File: config.mk
export PLATFORM = sky130hd
export DESIGN_NAME = window_fetch_flat
export DESIGN_NICKNAME = d
export VERILOG_FILES = /design/src/rtl/window_fetch_if.sv /design/src/rtl/window_fetch.sv /design/src/flat_wrapper.sv
export SDC_FILE = /design/constraint.sdc
export NUM_CORES = 1
export LEC_CHECK = 0
export BUFFER_PORTS_ARGS = -buffer_cell sky130_fd_sc_hd__buf_2
export CAP_MARGIN = 20
export CORE_ASPECT_RATIO = 0.75
export CORE_MARGIN = 2
export CORE_UTILIZATION = 45
export CTS_BUF_LIST = sky130_fd_sc_hd__clkbuf_8
export DETAILED_ROUTE_END_ITERATION = 6
export PLACE_DENSITY_LB_ADDON = 0.1
export SETUP_SLACK_MARGIN = 0.1
export SLEW_MARGIN = 30
export SYNTH_ARGS = -nofsm -noshare
export SYNTH_HDL_FRONTEND = slang
export SYNTH_SLANG_ARGS = --single-unit
export TNS_END_PERCENT = 5
File: constraint.sdc
create_clock -name clk -period 1.9 [get_ports clk]
set_clock_uncertainty 0.1 [all_clocks]
set_input_delay 0.38 -clock clk [delete_from_list [all_inputs] [get_ports clk]]
set_output_delay 0.38 -clock clk [all_outputs]
set_load 0.05 [all_outputs]
File: src/rtl/window_fetch_if.sv
// rtl/window_fetch_if.sv - index-in, memory-read and window-out signal bundle for window_fetch
interface window_fetch_if #(
    parameter int SIZE   = 16,
    parameter int K      = 4,
    parameter int DATA_W = 16
);
    localparam int AW = $clog2(SIZE);

    logic                idx_valid;
    logic                idx_ready;
    logic [AW*K-1:0]     idx_in;
    logic                mem_rd;
    logic [AW-1:0]       mem_addr;
    logic [DATA_W-1:0]   mem_rdata;
    logic                win_valid;
    logic                win_ready;
    logic [DATA_W*K-1:0] win_data;
    logic                busy;

    modport master (
        input  idx_valid, idx_in, mem_rdata, win_ready,
        output idx_ready, mem_rd, mem_addr, win_valid, win_data, busy
    );

    modport slave (
        output idx_valid, idx_in, mem_rdata, win_ready,
        input  idx_ready, mem_rd, mem_addr, win_valid, win_data, busy
    );
endinterface

File: src/rtl/window_fetch.sv
// rtl/window_fetch.sv - fetches K memory words for one index vector and presents them as a window
module window_fetch #(
    parameter int SIZE   = 16,
    parameter int K      = 4,
    parameter int DATA_W = 16
) (
    input  logic          clk,
    input  logic          rst_n,
    window_fetch_if.master bus
);
    localparam int AW = $clog2(SIZE);
    localparam int CW = (K > 1) ? $clog2(K) : 1;
    localparam logic [CW-1:0] LAST = CW'(K - 1);

    typedef enum logic [1:0] {IDLE, FETCH, DRAIN, OUT} state_t;

    state_t              state;
    state_t              state_next;
    logic [CW-1:0]       cnt;
    logic [CW-1:0]       cnt_next;
    logic [AW*K-1:0]     cap;
    logic [AW*K-1:0]     cap_next;
    logic [AW-1:0]       cap_slot [K];
    logic [AW-1:0]       addr_next;

    logic                idx_ready_r;
    logic                mem_rd_r;
    logic [AW-1:0]       mem_addr_r;
    logic                win_valid_r;
    logic                busy_r;
    logic [DATA_W*K-1:0] win_data_r;

    // Delayed read strobe and slot number: mem_rdata belongs to last cycle's read.
    logic                rd_q;
    logic [CW-1:0]       cnt_q;

    always_comb begin
        for (int i = 0; i < K; i++) begin
            cap_slot[i] = cap[i*AW +: AW];
        end
    end

    always_ff @(posedge clk) begin
        if (!rst_n) begin
            state <= IDLE;
            cnt   <= '0;
            cap   <= '0;
        end else begin
            state <= state_next;
            cnt   <= cnt_next;
            cap   <= cap_next;
        end
    end

    always_comb begin
        state_next = state;
        cnt_next   = cnt;
        cap_next   = cap;
        addr_next  = '0;
        case (state)
            IDLE: begin
                if (bus.idx_valid && idx_ready_r) begin
                    cap_next   = bus.idx_in;
                    cnt_next   = '0;
                    addr_next  = bus.idx_in[AW-1:0];
                    state_next = FETCH;
                end
            end
            FETCH: begin
                cnt_next = cnt + 1'b1;
                if (cnt == LAST) begin
                    state_next = DRAIN;
                end else begin
                    addr_next = cap_slot[cnt_next];
                end
            end
            DRAIN: begin
                state_next = OUT;
            end
            OUT: begin
                if (bus.win_ready) begin
                    state_next = IDLE;
                end
            end
            default: begin
                state_next = IDLE;
            end
        endcase
    end

    // Outputs are registered from the next state so they are all low while reset is held.
    always_ff @(posedge clk) begin
        if (!rst_n) begin
            idx_ready_r <= 1'b0;
            mem_rd_r    <= 1'b0;
            mem_addr_r  <= '0;
            win_valid_r <= 1'b0;
            busy_r      <= 1'b0;
        end else begin
            idx_ready_r <= (state_next == IDLE);
            mem_rd_r    <= (state_next == FETCH);
            mem_addr_r  <= (state_next == FETCH) ? addr_next : '0;
            win_valid_r <= (state_next == OUT);
            busy_r      <= (state_next != IDLE);
        end
    end

    always_ff @(posedge clk) begin
        if (!rst_n) begin
            rd_q       <= 1'b0;
            cnt_q      <= '0;
            win_data_r <= '0;
        end else begin
            rd_q  <= mem_rd_r;
            cnt_q <= cnt;
            for (int i = 0; i < K; i++) begin
                if (rd_q && (cnt_q == CW'(i))) begin
                    win_data_r[i*DATA_W +: DATA_W] <= bus.mem_rdata;
                end
            end
        end
    end

    assign bus.idx_ready = idx_ready_r;
    assign bus.mem_rd    = mem_rd_r;
    assign bus.mem_addr  = mem_addr_r;
    assign bus.win_valid = win_valid_r;
    assign bus.busy      = busy_r;
    assign bus.win_data  = win_data_r;
endmodule
File: src/flat_wrapper.sv
// flat-port wrapper written by rule: the top's interface ports become plain ports
module window_fetch_flat 
#(
    parameter int SIZE   = 16,
    parameter int K      = 4,
    parameter int DATA_W = 16
)
  (clk, rst_n, bus_idx_valid, bus_idx_in, bus_mem_rdata, bus_win_ready, bus_idx_ready, bus_mem_rd, bus_mem_addr, bus_win_valid, bus_win_data, bus_busy);
  window_fetch_if #(.SIZE(SIZE), .K(K), .DATA_W(DATA_W)) bus_i ();
  input  logic clk;
  input  logic rst_n;
  input wire logic [$bits(bus_i.idx_valid)-1:0] bus_idx_valid;
  input wire logic [$bits(bus_i.idx_in)-1:0] bus_idx_in;
  input wire logic [$bits(bus_i.mem_rdata)-1:0] bus_mem_rdata;
  input wire logic [$bits(bus_i.win_ready)-1:0] bus_win_ready;
  output wire logic [$bits(bus_i.idx_ready)-1:0] bus_idx_ready;
  output wire logic [$bits(bus_i.mem_rd)-1:0] bus_mem_rd;
  output wire logic [$bits(bus_i.mem_addr)-1:0] bus_mem_addr;
  output wire logic [$bits(bus_i.win_valid)-1:0] bus_win_valid;
  output wire logic [$bits(bus_i.win_data)-1:0] bus_win_data;
  output wire logic [$bits(bus_i.busy)-1:0] bus_busy;
  assign bus_i.idx_valid = bus_idx_valid;
  assign bus_i.idx_in = bus_idx_in;
  assign bus_i.mem_rdata = bus_mem_rdata;
  assign bus_i.win_ready = bus_win_ready;
  assign bus_idx_ready = bus_i.idx_ready;
  assign bus_mem_rd = bus_i.mem_rd;
  assign bus_mem_addr = bus_i.mem_addr;
  assign bus_win_valid = bus_i.win_valid;
  assign bus_win_data = bus_i.win_data;
  assign bus_busy = bus_i.busy;
  window_fetch #(.SIZE(SIZE), .K(K), .DATA_W(DATA_W)) u_core (.clk(clk), .rst_n(rst_n), .bus(bus_i));
endmodule
==> summary.md <==
| Metric | Value |
|---|---|
| First-pass GRT wire length | `approximately 14000 um` |
| Post-Syn Area per Cell | `about 8.3 um^2` |
| RSZ-0062 raised after global routing | `no` |
| Synth Net Count | `452` |
| Crit path capture type | `register` |
| # port buffers | `between 100 and 150` |
| Final hold violations | `0` |
| Cell area after synthesis | `roughly 0.0035 mm^2` |
| Die X | `about 110 um` |
| Actual slew at the worst max-slew pin | `about 0.58 ns` |
| Initial core utilization | `between 40 and 50%` |
| Lkg Pwr | `approximately 0.0018 uW` |
| Initial antenna violation count | `0` |
| H-tree levels | `3` |
| Fin Setup TNS | `0 ns` |
| FFs w/ async S/R, synth | `0%` |
| Status | `finished clean` |
| Total GRT Usage | `around a fifth` |
| CTS tree | `yes` |
| Syn. warnings | `0` |
| Final Power | `3710 uW` |
| Buffers plus inverters on the worst setup path | `1` |
| Post-Route WL | `between 8000 and 9000 um` |
| Register clock-pin slew on the reported worst setup and hold paths | `0.09 ns` |
| DRC Markers | `0` |
| Area Growth Syn to Fin | `23.4%` |
| Top cell type by total area after synthesis | `dfxtp_1` |
| Share of layout cells above drive strength 1 | `27.0%` |
| Nets | `approximately 550` |
| Die area | `roughly 0.0084 mm^2` |
| PnR worst setup slack | `about 0.25 ns` |
| Routed via count | `3078` |
| Setup bufs post-CTS | `0` |
| Vias in the first global route | `about 2800` |
| Pins Over Slew Limit | `0` |
| Clock Latency Late Sink | `roughly 0.35 ns` |
| Max-slew headroom | `about three fifths` |
| Dpl ws | `0.249 ns` |
| Diode count | `0` |
| Delay-heaviest family, CP | `multiplexers` |
| Final ANT Viol Nets | `0` |
| Area contributors post-synth | `dfxtp_1, nand2_1, a21oi_1` |
| WL/cell | `between 10 and 15 um` |
| # hold bufs at CTS | `0` |
| DRT Pass-1 Iters | `4` |
| Mapped Cells | `between 400 and 500` |
| Top FF cell, synth | `dfxtp_1` |
| Sink Count | `95` |
| Pin count of the biggest net entering global routing | `between 50 and 60` |
| Num CTS Buffers | `9` |
| # setup viols final | `0` |
| Worst EP required | `between 2 and 2.5 ns` |
| Crit path kind | `register to register` |
| # resized after CTS | `0` |
| HP Class | `input port to register` |
| Max-cap viol count | `0` |
| Hold Path Cell Cnt | `2` |
| CP peak stage delay | `around 0.53 ns` |
| Final Cycle Share | `between 80 and 90%` |
| DP HPWL | `between 6000 and 7000 um` |
| Seq/Total Area, Yosys | `between 50% and 60%` |
| Core area | `roughly 0.0074 mm^2` |
| Critical path depth | `4` |
| Critical path data arrival time | `roughly 1.8 ns` |
| VDD IR-drop max | `0.000399 V` |
| Unique masters post-synth | `31` |
| Most instantiated cells after synthesis | `nand2_1, dfxtp_1, a21oi_1` |
| Crit start category | `register` |
| Root Buffer | `clkbuf_8` |
| Remaining Overflow, GRT | `0` |
| FP Rows | `27` |
| I/O pin total | `~110` |
| Top cell type's share of synthesized area | `55.0%` |
| Clock tree buffer depth | `2` |
| Count leader, synth | `nand2_1` |
| R2r worst-path depth | `4` |
| Register bit total from synthesis | `95` |
| CP max FO | `5` |
| CP cell instances | `ha_1 -> mux4_2 -> inv_1 -> o22ai_1` |
| Post-layout min period | `~1.7 ns` |
| Max Freq | `approximately 600 MHz` |
| Slowest CP cell | `mux4_2` |
| 1st-iter DRT viols | `122` |
| Gpl congestion | `between 0.8 and 0.9` |
| Post-synth EDFFs | `0` |
| Average vias per placed instance | `approximately 5.0` |
| Power Density | `between 800 and 900 mW/mm^2` |
| Die Height | `between 70 and 80 um` |
through the flow:
step	cell area, um^2	utilization, %	cells	hold WS, ns
floorplan	3460	-	415	0.333
CTS	4270	57.7	619	0.126
global route	4270	57.7	619	0.132
global placement	4070	55.0	604	0.339
finish	4270	57.7	619	0.138
detailed placement	4070	55.0	604	0.343
cell type report:
class	count	area [um^2]
fillers	723	3130
flip-flops and latches	95	1900
multi-input cells	283	1360
repair buffers	118	656
clock buffers	11	151
well taps	101	126
clock inverters	4	46.3
inverters	7	26.3
cells in the final DEF (no fill, tap or decap), types with 3 or more instances in the layout:
| cell | netlist | final |
|---|---|---|
| nor2_1 | 3 | 3 |
| buf_12 | 0 | 3 |
| and2_1 | 4 | 4 |
| o22ai_1 | 4 | 4 |
| dfxtp_1 | 95 | 95 |
| nand2_1 | 162 | 162 |
| mux4_2 | 4 | 4 |
| nand3b_1 | 4 | 4 |
| clkbuf_8 | 0 | 11 |
| buf_2 | 9 | 107 |
| a21oi_1 | 83 | 83 |
| buf_4 | 5 | 8 |
| inv_1 | 7 | 7 |
cells by family (layout without fill, tap and decap cells):
kind of cell	after synthesis	in the layout	share of synthesized area, %
adders and majority gates	1	1	0.362
buffers and inverters	37	140	5.71
DFF	95	95	55.0
AOI/OAI and AO/OA	93	93	13.9
muxes	4	4	2.60
and+or+nand+nor	185	185	22.5
power breakdown:
part	switching [uW]	leakage, uW	total, uW	internal [uW]
Clock	655	0.000103	1320	667
Combinational	219	0.000918	326	107
Sequential	31.1	0.000768	2070	2030
Total	905	0.00179	3710	2810
layer usage:
| metal | share of wire (%) | wire, um | global-route usage [%] | vias up |
|---|---|---|---|---|
| met3 | 8.3 | 736 | 7.02 | 5 |
| met2 | 44 | 3910 | 32.3 | 102 |
| met5 | 0 | 0 | 0 | - |
| met1 | 47 | 4150 | 29.9 | 1421 |
| met4 | 0.40 | 35 | 4.40 | 0 |
| li1 | - | - | - | 1550 |
worst paths after layout:
path                                             start                              endpoint  slack, ns
setup reg to reg            u_core.cnt[1]$_SDFFE_PN0P_     u_core.bus.mem_addr[3]$_SDFF_PN0_       0.25
hold reg to reg   u_core.bus.win_data[45]$_SDFFE_PN0P_  u_core.bus.win_data[45]$_SDFFE_PN0P_       0.35
setup / recovery            u_core.cnt[1]$_SDFFE_PN0P_     u_core.bus.mem_addr[3]$_SDFF_PN0_       0.25
hold / removal                           bus_win_ready       u_core.bus.win_valid$_SDFF_PN0_       0.14
worst register-to-register path: cells and delay by family (launching register included):
kind | cells | cell delay, ns
buffers and inverters | 1 | 0.06
AOI/OAI and AO/OA | 1 | 0.07
adders and majority gates | 1 | 0.43
DFF | 1 | 0.33
muxes | 1 | 0.53
registers in the layout, indices dropped and copies added (netlist names), 2 cells and up:
| register | flops |
|---|---|
| u_core.bus.win_data | 64 |
| u_core.cap | 16 |
| u_core.bus.mem_addr | 4 |
| u_core.cnt | 2 |
| u_core.cnt_q | 2 |
| u_core.state | 2 |
No activity file was read; power rests on OpenSTA's default activity.
